==> config.mk <==
export PLATFORM = sky130hd
export DESIGN_NAME = step_clk_gen
export DESIGN_NICKNAME = d
export VERILOG_FILES = /design/src/rtl/step_clk_pkg.sv /design/src/rtl/step_clk_gen_phase_timer.sv /design/src/rtl/step_clk_gen.sv
export SDC_FILE = /design/constraint.sdc
export NUM_CORES = 1
export LEC_CHECK = 0
export CORE_AREA = 5 5 58 60
export CTS_CLUSTER_DIAMETER = 80
export CTS_CLUSTER_SIZE = 28
export DETAILED_ROUTE_END_ITERATION = 8
export DIE_AREA = 0 0 63 65
export HOLD_SLACK_MARGIN = 0.03
export MAX_ROUTING_LAYER = met4
export PLACE_DENSITY = 0.76
export RECOVER_POWER = 25
export SYNTH_ARGS = -nofsm -noshare
export SYNTH_HDL_FRONTEND = slang
export SYNTH_SLANG_ARGS = --single-unit
==> constraint.sdc <==
create_clock -name rclk -period 1.6 [get_ports rclk]
set_input_delay 0.16 -clock rclk [delete_from_list [all_inputs] [get_ports rclk]]
set_output_delay 0.16 -clock rclk [all_outputs]
set_load 0.03 [all_outputs]
==> src/rtl/step_clk_pkg.sv <==
// ---------------------------------------------------------------------------
// step_clk_pkg
// Shared definitions for the single-step manual clock generator:
//   - state_t    : FSM state encoding (IDLE / HIGH / LOW / DONE)
//   - DEF_*      : default pulse widths and burst-length field width
//   - max_int()  : constant helper used to size the phase timer
// ---------------------------------------------------------------------------
package step_clk_pkg;

    typedef enum logic [1:0] {
        IDLE = 2'd0,
        HIGH = 2'd1,
        LOW  = 2'd2,
        DONE = 2'd3
    } state_t;

    localparam int DEF_HIGH_CYC = 4;
    localparam int DEF_LOW_CYC  = 4;
    localparam int DEF_CNT_W    = 8;

    function automatic int max_int(input int a, input int b);
        return (a > b) ? a : b;
    endfunction

endpackage

==> src/rtl/step_clk_gen_phase_timer.sv <==
// ---------------------------------------------------------------------------
// phase_timer
// Loadable down-counter with a zero flag. Loading N makes zero assert on the
// N-th cycle after the load, so a load of WIDTH-1 yields a WIDTH-cycle phase.
// Ports:
//   rclk      : system clock (rising edge)
//   rst_n     : asynchronous active-low reset (count cleared)
//   load      : load load_val this cycle (takes priority over counting)
//   load_val  : value to load
//   zero      : count has reached zero (holds there until reloaded)
// ---------------------------------------------------------------------------
module phase_timer #(
    parameter int W = 3
) (
    input  logic         rclk,
    input  logic         rst_n,
    input  logic         load,
    input  logic [W-1:0] load_val,
    output logic         zero
);

    logic [W-1:0] count_reg;

    always_ff @(posedge rclk or negedge rst_n) begin
        if (!rst_n) begin
            count_reg <= '0;
        end else if (load) begin
            count_reg <= load_val;
        end else if (count_reg != '0) begin
            count_reg <= count_reg - 1'b1;
        end
    end

    assign zero = (count_reg == '0);

endmodule

==> src/rtl/step_clk_gen.sv <==
// ---------------------------------------------------------------------------
// step_clk_gen
// Turns an accepted burst request into exactly len glitch-free manual clock
// pulses (HIGH_CYC cycles high, LOW_CYC cycles low each), then pulses done.
// Optional free-running mode is compiled in with STEP_CLK_FREE_RUN_EN.
// Ports:
//   rclk      : system clock, all logic on its rising edge
//   rst_n     : asynchronous active-low reset (abandons any burst)
//   run       : (STEP_CLK_FREE_RUN_EN only) free-run while high
//   req_valid : burst request valid
//   req_len   : pulses requested, 0 treated as 1
//   req_ready : block can accept a request
//   clk_out   : generated manual clock, straight from a flop
//   busy      : burst in progress (HIGH, LOW or DONE)
//   done      : one-cycle pulse after the final low phase
//   pulse_cnt : pulses emitted in the current or last burst
// ---------------------------------------------------------------------------
module step_clk_gen
    import step_clk_pkg::*;
#(
    parameter int HIGH_CYC = DEF_HIGH_CYC,
    parameter int LOW_CYC  = DEF_LOW_CYC,
    parameter int CNT_W    = DEF_CNT_W
) (
    input  logic             rclk,
    input  logic             rst_n,
`ifdef STEP_CLK_FREE_RUN_EN
    input  logic             run,
`endif
    input  logic             req_valid,
    input  logic [CNT_W-1:0] req_len,
    output logic             req_ready,
    output logic             clk_out,
    output logic             busy,
    output logic             done,
    output logic [CNT_W-1:0] pulse_cnt
);

    localparam int PH_W = $clog2(max_int(HIGH_CYC, LOW_CYC)) + 1;
    localparam logic [PH_W-1:0] HIGH_LOAD = PH_W'(HIGH_CYC - 1);
    localparam logic [PH_W-1:0] LOW_LOAD  = PH_W'(LOW_CYC - 1);

    state_t            state_reg, state_next;
    logic [CNT_W-1:0]  len_reg;
    logic [CNT_W-1:0]  pulse_cnt_reg;
    logic              clk_out_reg;
    logic              tmr_load;
    logic [PH_W-1:0]   tmr_val;
    logic              tmr_zero;
    logic              accept;
    logic              more_pulses;
`ifdef STEP_CLK_FREE_RUN_EN
    logic              free_reg;
    logic              start_free;
`endif

    phase_timer #(
        .W (PH_W)
    ) u_phase_timer (
        .rclk     (rclk),
        .rst_n    (rst_n),
        .load     (tmr_load),
        .load_val (tmr_val),
        .zero     (tmr_zero)
    );

    // Decide at the end of each LOW phase whether another pulse follows.
    // In free-run the level of run decides; otherwise the burst length.
`ifdef STEP_CLK_FREE_RUN_EN
    assign more_pulses = free_reg ? run : (pulse_cnt_reg != len_reg);
`else
    assign more_pulses = (pulse_cnt_reg != len_reg);
`endif

    // State register
    always_ff @(posedge rclk or negedge rst_n) begin
        if (!rst_n) begin
            state_reg <= IDLE;
        end else begin
            state_reg <= state_next;
        end
    end

    // Next-state logic, including phase-timer reloads at every phase change
    always_comb begin
        state_next = state_reg;
        tmr_load   = 1'b0;
        tmr_val    = HIGH_LOAD;
        accept     = 1'b0;
`ifdef STEP_CLK_FREE_RUN_EN
        start_free = 1'b0;
`endif
        case (state_reg)
            IDLE: begin
`ifdef STEP_CLK_FREE_RUN_EN
                if (run) begin
                    start_free = 1'b1;
                    state_next = HIGH;
                    tmr_load   = 1'b1;
                end else
`endif
                if (req_valid) begin
                    accept     = 1'b1;
                    state_next = HIGH;
                    tmr_load   = 1'b1;
                end
            end
            HIGH: begin
                if (tmr_zero) begin
                    state_next = LOW;
                    tmr_load   = 1'b1;
                    tmr_val    = LOW_LOAD;
                end
            end
            LOW: begin
                if (tmr_zero) begin
                    if (more_pulses) begin
                        state_next = HIGH;
                        tmr_load   = 1'b1;
                    end else begin
                        state_next = DONE;
                    end
                end
            end
            DONE: begin
                state_next = IDLE;
            end
            default: begin
                state_next = IDLE;
            end
        endcase
    end

    // Output logic decoded from the current state
    always_comb begin
`ifdef STEP_CLK_FREE_RUN_EN
        req_ready = (state_reg == IDLE) && !run;
`else
        req_ready = (state_reg == IDLE);
`endif
        busy = (state_reg != IDLE);
        done = (state_reg == DONE);
    end

    // Datapath: clk_out is registered from the next state so that it rises
    // the cycle after acceptance and never carries decode glitches.
    always_ff @(posedge rclk or negedge rst_n) begin
        if (!rst_n) begin
            clk_out_reg   <= 1'b0;
            len_reg       <= '0;
            pulse_cnt_reg <= '0;
`ifdef STEP_CLK_FREE_RUN_EN
            free_reg      <= 1'b0;
`endif
        end else begin
            clk_out_reg <= (state_next == HIGH);
            if (accept) begin
                len_reg       <= (req_len == '0) ? CNT_W'(1) : req_len;
                pulse_cnt_reg <= '0;
`ifdef STEP_CLK_FREE_RUN_EN
                free_reg      <= 1'b0;
`endif
            end
`ifdef STEP_CLK_FREE_RUN_EN
            if (start_free) begin
                pulse_cnt_reg <= '0;
                free_reg      <= 1'b1;
            end
`endif
            // A pulse is counted as its high phase ends; saturation only
            // matters in free-run, a burst never reaches all-ones + 1.
            if ((state_reg == HIGH) && tmr_zero && (pulse_cnt_reg != '1)) begin
                pulse_cnt_reg <= pulse_cnt_reg + 1'b1;
            end
        end
    end

    assign clk_out   = clk_out_reg;
    assign pulse_cnt = pulse_cnt_reg;

endmodule
* Word level (Yosys, flattened, before mapping)
Cells that the tools add are included.
Operators by class: add/subtract/negate cells 2, $mul 0, div/mod/pow operators 0, magnitude comparators 0, equal/unequal tests 6, shift operators 0, mux-type cells 16, bitwise operators 0, reductions and logical operators 9
Operators by type and width (count):
- $mux W8 | 3
- $add A8 B1 Y8 const B | 1
- $logic_not A8 Y1 | 1
- $mux W2 | 4
- $ne A8 B8 Y1 | 1
- $ne A8 B8 Y1 const B | 1
- $pmux W2 S4 | 1
- $mux W3 | 2
- $reduce_bool A2 Y1 | 3
- $mux W1 | 5
- $eq A2 B1 Y1 const B | 2
- $eq A2 B2 Y1 const B | 2
- $logic_not A3 Y1 | 1
- $pmux W1 S3 | 1
- $reduce_bool A3 Y1 | 1
- $sub A3 B1 Y3 const B | 1
- $logic_and A1 B1 Y1 | 2
- $logic_not A2 Y1 | 1
Word-level totals: register bits after elaboration 22, latch bits 0, memory bits (writable) 0, ROM bits 0, bits of input ports 11, output and inout port bits 12, logic and storage cells 38, memories kept 0

* Logic depth before layout (Yosys ltp)
Gate-level depths: netlist of run 1.
depth in word-level cells 5, mapped depth 8, gate-level depth less buffers 6

* Hierarchy
A second synthesis of run 1 with hierarchy kept.
Second synthesis, totals: cell total of the unflattened synthesis 116, area, all modules 1219.9 sq um
Modules (own cells, without submodules):
- step_clk_gen | times used 1, cells an instance 95, area each 1019.7 sq um, sequential area each 475.5 sq um
- phase_timer | times used 1, cells an instance 21, area each 200.2 sq um, sequential area each 75.1 sq um

* Worst setup path after synthesis of run 1
Ideal clock, no wire load.
kind reg-to-reg, start point register pulse_cnt_reg[0] (netlist: pulse_cnt[0]), end point register pulse_cnt_reg[7] (netlist: pulse_cnt[7]), library setup time 0.141 ns, arrival time 1.655 ns, data required time 1.459 ns, slack -0.196 ns, stages on the path, launching flop included 7, buffers on the path 1, period minus slack after synthesis 1.796 ns, cells stage by stage dfrtp_1 > ha_1 > and3_1 > a31o_1 > buf_6 > o311ai_2 > o41ai_1
On the way: cells in the longest elaborated chain, start to end 3, elaborated cells on any way between the ends 5, classes of those cells 1 x add/sub; 1 x eq/ne; 1 x mux; 2 x reduce/logical
Ends and longest elaborated chain:
- from (decl) | line step_clk_gen.sv:45 | logic [CNT_W-1:0] pulse_cnt_reg;
- from (signal assigned) | line step_clk_gen.sv:173 | pulse_cnt_reg <= pulse_cnt_reg + 1'b1;
- parallel branches: the longest is 3 deep, another holds $add A8 B1 Y8
Several ways; the timed one is not identified. A chain may end at the register's enable or synchronous reset.

* Worst setup path after layout of run 1
start point register u_phase_timer.count_reg[0], end point register pulse_cnt_reg[7] (netlist: pulse_cnt[7])
On the way: cells in the longest elaborated chain, start to end 4, elaborated cells on any way between the ends 5, classes of those cells 1 x mux; 4 x reduce/logical
Ends and longest elaborated chain:
- from (decl) | line step_clk_gen_phase_timer.sv:22 | logic [W-1:0] count_reg;
- from (signal assigned) | line step_clk_gen_phase_timer.sv:28 | count_reg <= load_val;
- from (signal assigned) | line step_clk_gen_phase_timer.sv:30 | count_reg <= count_reg - 1'b1;
- $logic_not A3 Y1 (*) | line step_clk_gen_phase_timer.sv:34 | assign zero = (count_reg == '0);
- $logic_and A1 B1 Y1 (*) (2 in a row) | line step_clk_gen.sv:172 | if ((state_reg == HIGH) && tmr_zero && (pulse_cnt_reg != '1)) begin
- $mux W8 or $reduce_bool A2 Y1 (tied branches)
Every way passes the cells marked *; elsewhere a longest branch is shown, timed or not.

==> results of run 1 <==
report_power, final:
group | switching (mW) | internal, mW | total [mW]
clock | 0.171 | 0.0973 | 0.268
sequential | 0.187 | 0.769 | 0.956
combinational | 0.713 | 0.628 | 1.34
total | 1.07 | 1.49 | 2.56
metrics by stage:
stage                     total power [mW]  setup WS (ns)
after floorplan                       1.84        -0.0257
after global placement                2.22        -0.0682
after detailed placement              2.27         -0.108
after CTS                             2.50        0.00875
after global routing                  2.78       -0.00294
final                                 2.56         0.0808
worst max path at each step:
stage          cells after the start                       start  slack [ns]           end
2_1_floorplan                      6                pulse_cnt[1]       -0.03  pulse_cnt[7]
3_3_place_gp                       5                   req_valid       -0.07    len_reg[0]
3_5_place_dp                       5                   req_valid       -0.11  pulse_cnt[1]
4_1_cts                            2                state_reg[1]       0.009          busy
5_1_grt                            7  u_phase_timer.count_reg[0]      -0.003  pulse_cnt[4]
6_report                           6  u_phase_timer.count_reg[0]        0.08  pulse_cnt[7]
repair_timing:
item / in CTS / in global routing
gates resized for setup: 11 / 9
setup buffers: 0 / 1
endpoints found under the setup margin: 10 / 12
final cells by class:
| class | count | area (sq um) | share of cell area |
|---|---|---|---|
| Sequential cell | 22 | 553 | 0.359 |
| Clock buffer | 4 | 26.3 | 0.0171 |
| Timing Repair Buffer | 32 | 277 | 0.180 |
| Multi-Input combinational cell | 94 | 619 | 0.402 |
| Inverter | 6 | 22.5 | 0.0146 |
| Tap cell | 33 | 41.3 | 0.0268 |
layer usage:
layer	vias to the layer above	GRT usage
met3	5	0.0295
met2	25	0.226
met5	-	-
li1	497	-
met4	0	0.0557
met1	486	0.157
logic make-up after synthesis:
| logic type | count (synthesis) |
|---|---|
| AO/OA/AOI/OAI | 22 |
| buffers and inverters | 12 |
| flip-flops | 22 |
| AND/OR/NAND/NOR | 57 |
| XOR/XNOR | 10 |
| adder cells (fa/ha/maj) | 3 |
| multiplexers | 2 |
placed cells by master (no fill, tap or decap), types with 3 or more instances in the layout:
cell type,count
inv_1,6
nand3_1,5
clkbuf_4,3
o21ai_0,6
dlygate4sd2_1,9
xnor2_1,9
clkdlybuf4s50_1,11
dfrtp_1,20
and3_1,3
o211ai_1,3
nand2_1,28
buf_4,9
a21oi_1,3
nor2_1,6
worst reg2reg max path: cells and delay by family (launching register included):
family / cells / cell delay (ns)
and+or+nand+nor: 1 / 0.13
adders and majority gates: 1 / 0.23
buffers and inverters: 1 / 0.08
DFF: 1 / 0.40
AOI/OAI and AO/OA: 3 / 0.58
==> metrics.csv, run 1 <==
stage;metric;value;unit
critical_path;CP bufs+invs;1;
critical_path;CP Cell Sequence;inv_1, ha_2, nand4bb_4, a31o_4, o311ai_2, o41ai_1;
route;Top Layer Used;met4;
sta;Layout Skew;0.00946;ns
yosys;Yosys cell types;34;
critical_path;Slowest-stage cell, CP;dfrtp_1;
critical_path;largest stage delay on the critical path;0.40;ns
sta;hold_ws;0.392;ns
yosys;part of the Yosys area used for sequential elements;0.464;
floorplanning;Die Area;4100;sq um
floorplanning;starting density of the core;0.412;
sta;# setup viols final;0;
floorplanning;# IOs;23;
yosys;mux cell area share after synthesis;0.0169;
yosys;top post-synthesis cells by area;dfrtp_1, nand2_1, xnor2_1;
critical_path;cells on worst reg2reg path;6;
route;Routed WL;2500;um
placed_design;area post-placement;1490;sq um
placed_design;Placer Congestion;0.792;
yosys;post-synthesis adder-cell area fraction;0.0316;
placed_design;Port Buffers;22;
route;Via Count;1013;
power_and_ir_drop;Leak;0.726;nW
placed_design;DP HPWL;1940;um
finish;Syn-to-layout area delta;29.7;%
global_route;vias in the first global route;991;
critical_path;maximum fanout along the worst path;7;
yosys;syn_area_per_cell;9.27;sq um
sta;relative slew slack;0.226;
yosys;most common cell in the synthesized netlist;nand2_1;
yosys;synthesized instance count;128;
sta;Peak Freq;658;MHz
sta;worst-margin pin slew;1.16;ns
hold_path;HP Class;in2reg;
clock_tree;later-pin clock latency in the skew report;0.31;ns
yosys;dominant synthesized flop cell;dfrtp_1;
power_and_ir_drop;pwr dens;1670;nW/um^2
critical_path;Crit path max-delay family;compound AO/OA/AOI/OAI gates;
yosys;largest family of logic cells by synthesized area;simple AND/OR/NAND/NOR gates;
clock_tree;CTS clk-pin slew, worst paths;0.13;ns
route;Starting DRT DRC Count;18;
route;met2 wire length;1250;um
route;routed len/inst;13.1;um
clock_tree;CTS buffer count;3;
finish;ANT cells;0;
job;max-cap viol count;0;
critical_path;r2r setup slk;0.08;ns
yosys;Yosys reg bits;22;
clock_tree;Max clock buf depth;2;
finish;fin area;1540;sq um
floorplanning;Die H;65;um
yosys;syn_nets;142;
critical_path;R2R Path End;pulse_cnt[7];
finish;Net count, final;173;
yosys;largest area contributor in the netlist;dfrtp_1;
route;DRC;0;
clock_tree;CTS Root Buffer Type;clkbuf_4;
sta;final setup TNS;0;ns
yosys;Simple-Gate Fraction of Synth Area;0.230;
critical_path;RR Startpoint;u_phase_timer.count_reg[0];
route;Vias per Instance;5.30;
global_route;Total Routing Usage GR;0.135;
critical_path;WP data arrival;1.72;ns
route;Routed Antenna Nets;0;
hold_path;Hold Crit Depth;3;
outcome;outcome;finished clean;
finish;share of cells above drive strength 1;0.165;
yosys;most instantiated cells after synthesis;nand2_1, dfrtp_1, xnor2_1, o21ai_0;
global_route;grt ovf;0;
floorplanning;die span in x;63;um
yosys;area share of the largest cell type after synthesis;0.464;
power_and_ir_drop;VDD IR max;0.942;mV
sta;Tmin final;1.52;ns
finish;post-route core utilization;0.535;
sta;RSZ-0062 raised after global routing;yes;
global_route;antenna violations before repair;0;
yosys;xor and xnor area share after synthesis;0.0738;
critical_path;Setup crit start kind;flop;
sta;final hold violations;0;
critical_path;critical path endpoint category;flop;
floorplanning;Core ar.;2880;sq um
placed_design;placed cells;186;
clock_tree;H-tree levels;1;
yosys;mapped cell area;1190;sq um
global_route;largest net degree at the start of global routing;23;
finish;Post-Layout Cell Count;191;
floorplanning;row cnt;20;
clock_tree;hold buffers post-CTS;0;
route;Pre-antenna DRT Iters;4;
yosys;Synthesis Warnings;0;
sta;Slew Viols, Final;0;
critical_path;Req. time, crit path;1.80;ns
critical_path;Crit Path Category;reg2reg;
yosys;Post-synth ARST share;1.00;
finish;fill cell count;247;
route;Post-Route M1 WL;1100;um
sta;Final period util;0.950;
hold_path;hold endpoint;len_reg[3];
clock_tree;TritonCTS clock tree;yes;
global_route;first-pass GRT wire length;4300;um
yosys;number of enable flip-flop cells after synthesis;0;
route;Met3 Wirelength;105;um
yosys;post-synthesis compound-gate area fraction;0.130;
hold_path;HP Start;req_len[3];
clock_tree;# clock sinks;22;
(Power assumes the default switching activity.)
==> run 2, diff against run 1 <==
--- a/config.mk
+++ b/config.mk
@@ -5,14 +5,14 @@
 export SDC_FILE = /design/constraint.sdc
 export NUM_CORES = 1
 export LEC_CHECK = 0
-export CORE_AREA = 5 5 58 60
+export CORE_AREA = 5 5 53 55
 export CTS_CLUSTER_DIAMETER = 80
 export CTS_CLUSTER_SIZE = 28
 export DETAILED_ROUTE_END_ITERATION = 8
-export DIE_AREA = 0 0 63 65
+export DIE_AREA = 0 0 58 60
 export HOLD_SLACK_MARGIN = 0.03
 export MAX_ROUTING_LAYER = met4
-export PLACE_DENSITY = 0.76
+export PLACE_DENSITY = 0.86
 export RECOVER_POWER = 25
 export SYNTH_ARGS = -nofsm -noshare
 export SYNTH_HDL_FRONTEND = slang
==> constraint.sdc (replaced) <==
create_clock -name rclk -period 1.86 [get_ports rclk]
set_input_delay 0.186 -clock rclk [delete_from_list [all_inputs] [get_ports rclk]]
set_output_delay 0.186 -clock rclk [all_outputs]
set_load 0.03 [all_outputs]
==> run 2 against run 1 <==
- die area shrank 15%
- worst setup slack lost 0.0021 ns
- non-clock buffer count shrank 5
- clock skew shrank 0.0045 ns
- register-to-register slack gained 0.04 ns
- critical path type is now reg2out
- largest power group unchanged
- highest routed layer unchanged
==> metrics.csv, run 2 (same netlist as run 1, synthesis figures left out) <==
stage;metric;value;unit;change
clock_tree;# clock sinks;22;;unchanged
sta;relative slew slack;0.231;;was 0.226
finish;ANT cells;0;;unchanged
clock_tree;hold buffers post-CTS;0;;unchanged
sta;RSZ-0062 raised after global routing;no;;was yes
route;Routed WL;2580;um;was 2500 um
sta;final setup TNS;0;ns;unchanged
hold_path;Hold Crit Depth;3;;unchanged
global_route;vias in the first global route;992;;was 991
finish;post-route core utilization;0.622;;was 0.535
finish;share of cells above drive strength 1;0.0724;;was 0.165
power_and_ir_drop;pwr dens;1450;nW/um^2;was 1670 nW/um^2
clock_tree;H-tree levels;1;;unchanged
route;DRC;0;;unchanged
floorplanning;# IOs;23;;unchanged
global_route;Total Routing Usage GR;0.176;;was 0.135
critical_path;Req. time, crit path;1.67;ns;was 1.80 ns
sta;Tmin final;1.78;ns;
critical_path;critical path endpoint category;output port;;was flop
sta;Slew Viols, Final;0;;unchanged
route;Via Count;1001;;was 1013
sta;worst-margin pin slew;1.15;ns;was 1.16 ns
outcome;outcome;finished clean;;unchanged
hold_path;HP Class;in2reg;;unchanged
floorplanning;Core ar.;2340;sq um;was 2880 sq um
route;Pre-antenna DRT Iters;6;;was 4
finish;commonest non-fill, non-tap cells in the layout;nand2_1, dfrtp_1, clkdlybuf4s50_1, xnor2_1, o21ai_0;;was nand2_1, dfrtp_1, clkdlybuf4s50_1
global_route;first-pass GRT wire length;4390;um;was 4300 um
clock_tree;TritonCTS clock tree;yes;;unchanged
sta;Layout Skew;0.00492;ns;was 0.00946 ns
critical_path;Setup crit start kind;flop;;unchanged
critical_path;maximum fanout along the worst path;8;;was 7
clock_tree;CTS buffer count;3;;unchanged
sta;Final period util;0.958;;
route;routed len/inst;14.2;um;was 13.1 um
sta;Peak Freq;561;MHz;
finish;Syn-to-layout area delta;22.8;%;was 29.7%
clock_tree;Post-CTS Setup Inserts;0;;unchanged
finish;fill cell count;205;;was 247
critical_path;WP data arrival;1.60;ns;was 1.72 ns
route;Routed Antenna Nets;0;;unchanged
floorplanning;Die Area;3480;sq um;was 4100 sq um
placed_design;Placer Congestion;0.836;;was 0.792
finish;Net count, final;168;;was 173
clock_tree;Max clock buf depth;2;;unchanged
finish;commonest non-fill, non-tap cell in the layout;nand2_1;;unchanged
clock_tree;# resized after CTS;2;;was 11
floorplanning;die span in x;58;um;was 63 um
critical_path;Crit Path Category;reg2out;;was reg2reg
clock_tree;CTS clk-pin slew, worst paths;0.11;ns;was 0.13 ns
global_route;antenna violations before repair;0;;unchanged
job;max-cap viol count;0;;unchanged
power_and_ir_drop;Leak;0.665;nW;was 0.726 nW
placed_design;Port Buffers;22;;unchanged
floorplanning;starting density of the core;0.506;;was 0.412
route;Vias per Instance;5.50;;was 5.30
global_route;largest net degree at the start of global routing;23;;unchanged
placed_design;DP HPWL;1930;um;was 1940 um
sta;# setup viols final;0;;unchanged
power_and_ir_drop;total power draw;2.12;mW;was 2.56 mW
floorplanning;row cnt;18;;was 20
power_and_ir_drop;VDD IR max;0.976;mV;was 0.942 mV
floorplanning;Die H;60;um;was 65 um
global_route;grt ovf;0;;unchanged
sta;final hold violations;0;;unchanged
clock_tree;later-pin clock latency in the skew report;0.31;ns;about the same
route;Starting DRT DRC Count;13;;was 18
critical_path;cells on worst reg2reg path;5;;was 6
clock_tree;CTS Root Buffer Type;clkbuf_4;;unchanged
[run 2: changes by cell type in the layout (fill, tap and decap cells not counted), sizes merged]
| cell | delta |
|---|---|
| buf | -6 |
| dlygate4sd3 | +1 |
| clkbuf | -2 |
| dlygate4sd2 | -7 |
| clkdlybuf4s50 | +8 |
[run 2: final timing paths]
| check | slack (ns) | to | from |
|---|---|---|---|
| worst max-delay path | 0.08 | done | state_reg[0] |
| worst min-delay path | 0.42 | len_reg[6] | req_len[6] |
| worst max register to register | 0.12 | pulse_cnt[7] | pulse_cnt[1] |
| worst min register to register | 0.51 | len_reg[1] | len_reg[1] |
| max in group asynchronous | 0.57 | state_reg[0] | rst_n |
| min in group asynchronous | 0.60 | len_reg[0] | rst_n |
[run 2: worst max-delay path, cell delays in order, from the launching register on]
cell and delay [ns]:
dfrtp_1 0.46, and2_1 0.16, clkdlybuf4s50_1 0.66
[run 2: area by class of cell]
cell class              instances  area, sq um  area share
inverters                       6         22.5      0.0155
repair buffers                 27          251       0.173
well taps                      30         37.5      0.0258
flip-flops and latches         22          551       0.378
clock buffers                   3         22.5      0.0155
multi-input cells              94          572       0.393
[run 2: power breakdown]
part	switching, mW	internal [mW]
sequential	0.170	0.659
combinational	0.589	0.477
clock	0.144	0.0758
total	0.903	1.21
[run 2: stage by stage]
| step | cell area [sq um] | std cells | setup slack [ns] | hold WS, ns |
|---|---|---|---|---|
| after floorplan | 1190 | 128 | 0.0642 | -0.110 |
| after global placement | 1440 | 179 | 0.147 | 0.482 |
| after detailed placement | 1440 | 179 | 0.0735 | 0.487 |
| after CTS | 1460 | 182 | 0.0606 | 0.200 |
| after global routing | 1460 | 182 | 0.0175 | 0.441 |
| final | 1460 | 182 | 0.0787 | 0.424 |
[run 2: layer usage]
layer | up-vias | part of all wire | track usage
met5 | - | 0 | -
met4 | 0 | 0.029 | 0.0927
met3 | 7 | 0.033 | 0.0194
met2 | 22 | 0.52 | 0.305
met1 | 487 | 0.42 | 0.199
li1 | 485 | - | -
==> run 3, diff against run 2 <==
--- a/config.mk
+++ b/config.mk
@@ -14,6 +14,7 @@
 export MAX_ROUTING_LAYER = met4
 export PLACE_DENSITY = 0.86
 export RECOVER_POWER = 25
+export REMOVE_ABC_BUFFERS = 1
 export SYNTH_ARGS = -nofsm -noshare
 export SYNTH_HDL_FRONTEND = slang
 export SYNTH_SLANG_ARGS = --single-unit
==> run 3 against run 2 <==
- cell count is the same
- flip-flop and latch count is the same
- critical path type is now reg2reg
- total power down 1.2%
- fmax up 0.90%
- clock power fell by 5%
- routed wire length shrank 3.6%
- die area is the same
==> metrics.csv, run 3 (same netlist as run 1, synthesis figures left out) <==
stage;metric;value;unit;change
critical_path;Crit Path Category;reg2reg;;was reg2out
finish;Post-Layout Cell Count;182;;unchanged
outcome;outcome;finished clean;;unchanged
route;Via Count;983;;was 1001
sta;Peak Freq;566;MHz;was 561 MHz
finish;fill cell count;206;;was 205
global_route;largest net degree at the start of global routing;23;;unchanged
power_and_ir_drop;Leak;0.665;nW;about the same
finish;post-route core utilization;0.623;;was 0.622
finish;multi-input logic area;574;sq um;was 572 sq um
floorplanning;row cnt;18;;unchanged
global_route;vias in the first global route;947;;was 992
sta;final hold violations;0;;unchanged
sta;Final period util;0.949;;was 0.958
global_route;antenna violations before repair;0;;unchanged
sta;Layout Skew;0.00765;ns;was 0.00492 ns
route;Vias per Instance;5.40;;was 5.50
sta;hold_ws;0.425;ns;was 0.424 ns
clock_tree;# clock sinks;22;;unchanged
finish;commonest non-fill, non-tap cell in the layout;nand2_1;;unchanged
clock_tree;CTS Root Buffer Type;clkbuf_4;;unchanged
clock_tree;hold buffers post-CTS;0;;unchanged
clock_tree;CTS buffer count;3;;unchanged
critical_path;WP data arrival;1.95;ns;was 1.60 ns
floorplanning;die span in x;58;um;unchanged
sta;worst-margin pin slew;1.18;ns;was 1.15 ns
finish;Net count, final;168;;unchanged
sta;Tmin final;1.77;ns;was 1.78 ns
floorplanning;# IOs;23;;unchanged
finish;commonest non-fill, non-tap cells in the layout;nand2_1, dfrtp_1, clkdlybuf4s50_1, xnor2_1, o21ai_0;;unchanged
global_route;gr busiest metal;met2;;unchanged
placed_design;Placer Congestion;0.789;;was 0.836
floorplanning;starting density of the core;0.506;;unchanged
finish;ANT cells;0;;unchanged
finish;share of cells above drive strength 1;0.0855;;was 0.0724
route;DRC;0;;unchanged
floorplanning;Die Area;3480;sq um;unchanged
critical_path;Setup crit start kind;flop;;unchanged
power_and_ir_drop;pwr dens;1430;nW/um^2;was 1450 nW/um^2
job;max-cap viol count;0;;unchanged
route;Starting DRT DRC Count;36;;was 13
sta;relative slew slack;0.215;;was 0.231
floorplanning;Core ar.;2340;sq um;unchanged
route;Pre-antenna DRT Iters;4;;was 6
sta;# setup viols final;0;;unchanged
clock_tree;H-tree levels;1;;unchanged
placed_design;Port Buffers;22;;unchanged
floorplanning;Die H;60;um;unchanged
sta;RSZ-0062 raised after global routing;no;;unchanged
route;routed len/inst;13.7;um;was 14.2 um
critical_path;critical path endpoint category;flop;;was output port
placed_design;area post-placement;1440;sq um;unchanged
global_route;met1 Usage GRT;0.196;;was 0.199
clock_tree;later-pin clock latency in the skew report;0.30;ns;was 0.31 ns
finish;register area;551;sq um;unchanged
critical_path;r2r setup slk;0.09;ns;was 0.12 ns
finish;Syn-to-layout area delta;23.0;%;was 22.8%
global_route;routing usage on met3;0.0259;;was 0.0194
global_route;M2 GR Usage;0.261;;was 0.305
sta;final setup TNS;0;ns;unchanged
sta;worst setup margin;0.0947;ns;was 0.0787 ns
hold_path;HP Class;in2reg;;unchanged
power_and_ir_drop;total power draw;2.09;mW;was 2.12 mW
critical_path;maximum fanout along the worst path;7;;was 8
finish;fin area;1460;sq um;about the same
clock_tree;CTS clk-pin slew, worst paths;0.12;ns;was 0.11 ns
global_route;first-pass GRT wire length;4160;um;was 4390 um
power_and_ir_drop;VDD IR max;0.845;mV;was 0.976 mV
placed_design;setup slack after placement;0.0835;ns;was 0.0735 ns
placed_design;DP HPWL;1900;um;was 1930 um
sta;Slew Viols, Final;0;;unchanged
global_route;Total Routing Usage GR;0.160;;was 0.176
placed_design;placed cells;179;;unchanged
route;Routed WL;2490;um;was 2580 um
clock_tree;TritonCTS clock tree;yes;;unchanged
critical_path;Req. time, crit path;2.04;ns;was 1.67 ns
route;Routed Antenna Nets;0;;unchanged
clock_tree;Max clock buf depth;2;;unchanged
global_route;grt ovf;0;;unchanged
==> run 3: cell counts in the layout (fill, tap and decap cells not counted) <==
No cell type changed its count.
==> run 3: final timing paths <==
check	from	end	cells after the start
min in group asynchronous	rst_n	pulse_cnt[6]	2
max in group asynchronous	rst_n	u_phase_timer.count_reg[0]	2
max reg2reg	pulse_cnt[1]	pulse_cnt[7]	5
min reg2reg	len_reg[1]	len_reg[1]	2
min	req_len[3]	len_reg[3]	3
max	pulse_cnt[1]	pulse_cnt[7]	5
==> run 3: area by class of cell <==
class                      instances  share of cell area
timing repair buffer              27               0.172
sequential                        22               0.377
clock buffer                       3              0.0154
multi-input combinational         94               0.394
tap                               30              0.0257
inverter                           6              0.0154
==> run 3: worst max-delay path: stages (launching register included) <==
cell	delay, ns
dfrtp_1	0.45
ha_1	0.24
and3_1	0.23
a31o_2	0.30
o311ai_2	0.30
o41ai_1	0.13
==> run 3: where the power goes <==
group	switching (mW)	internal [mW]	leakage (nW)
combinational	0.569	0.478	0.372
clock	0.134	0.0756	0.0138
sequential	0.174	0.659	0.280
total	0.877	1.21	0.665
==> run 3: timing repair <==
| item | in CTS | in global routing |
|---|---|---|
| buffers inserted | 0 | 0 |
| endpoints found under the setup margin | 2 | 5 |
| gates resized for setup | 2 | 2 |
| gates cloned | 0 | 0 |
==> run 3: routing by layer <==
layer  part of all wire  vias to the layer above
li1                   -                      482
met1               0.45                      471
met4              0.010                        0
met2               0.50                       26
met3              0.041                        4
met5                  0                        -
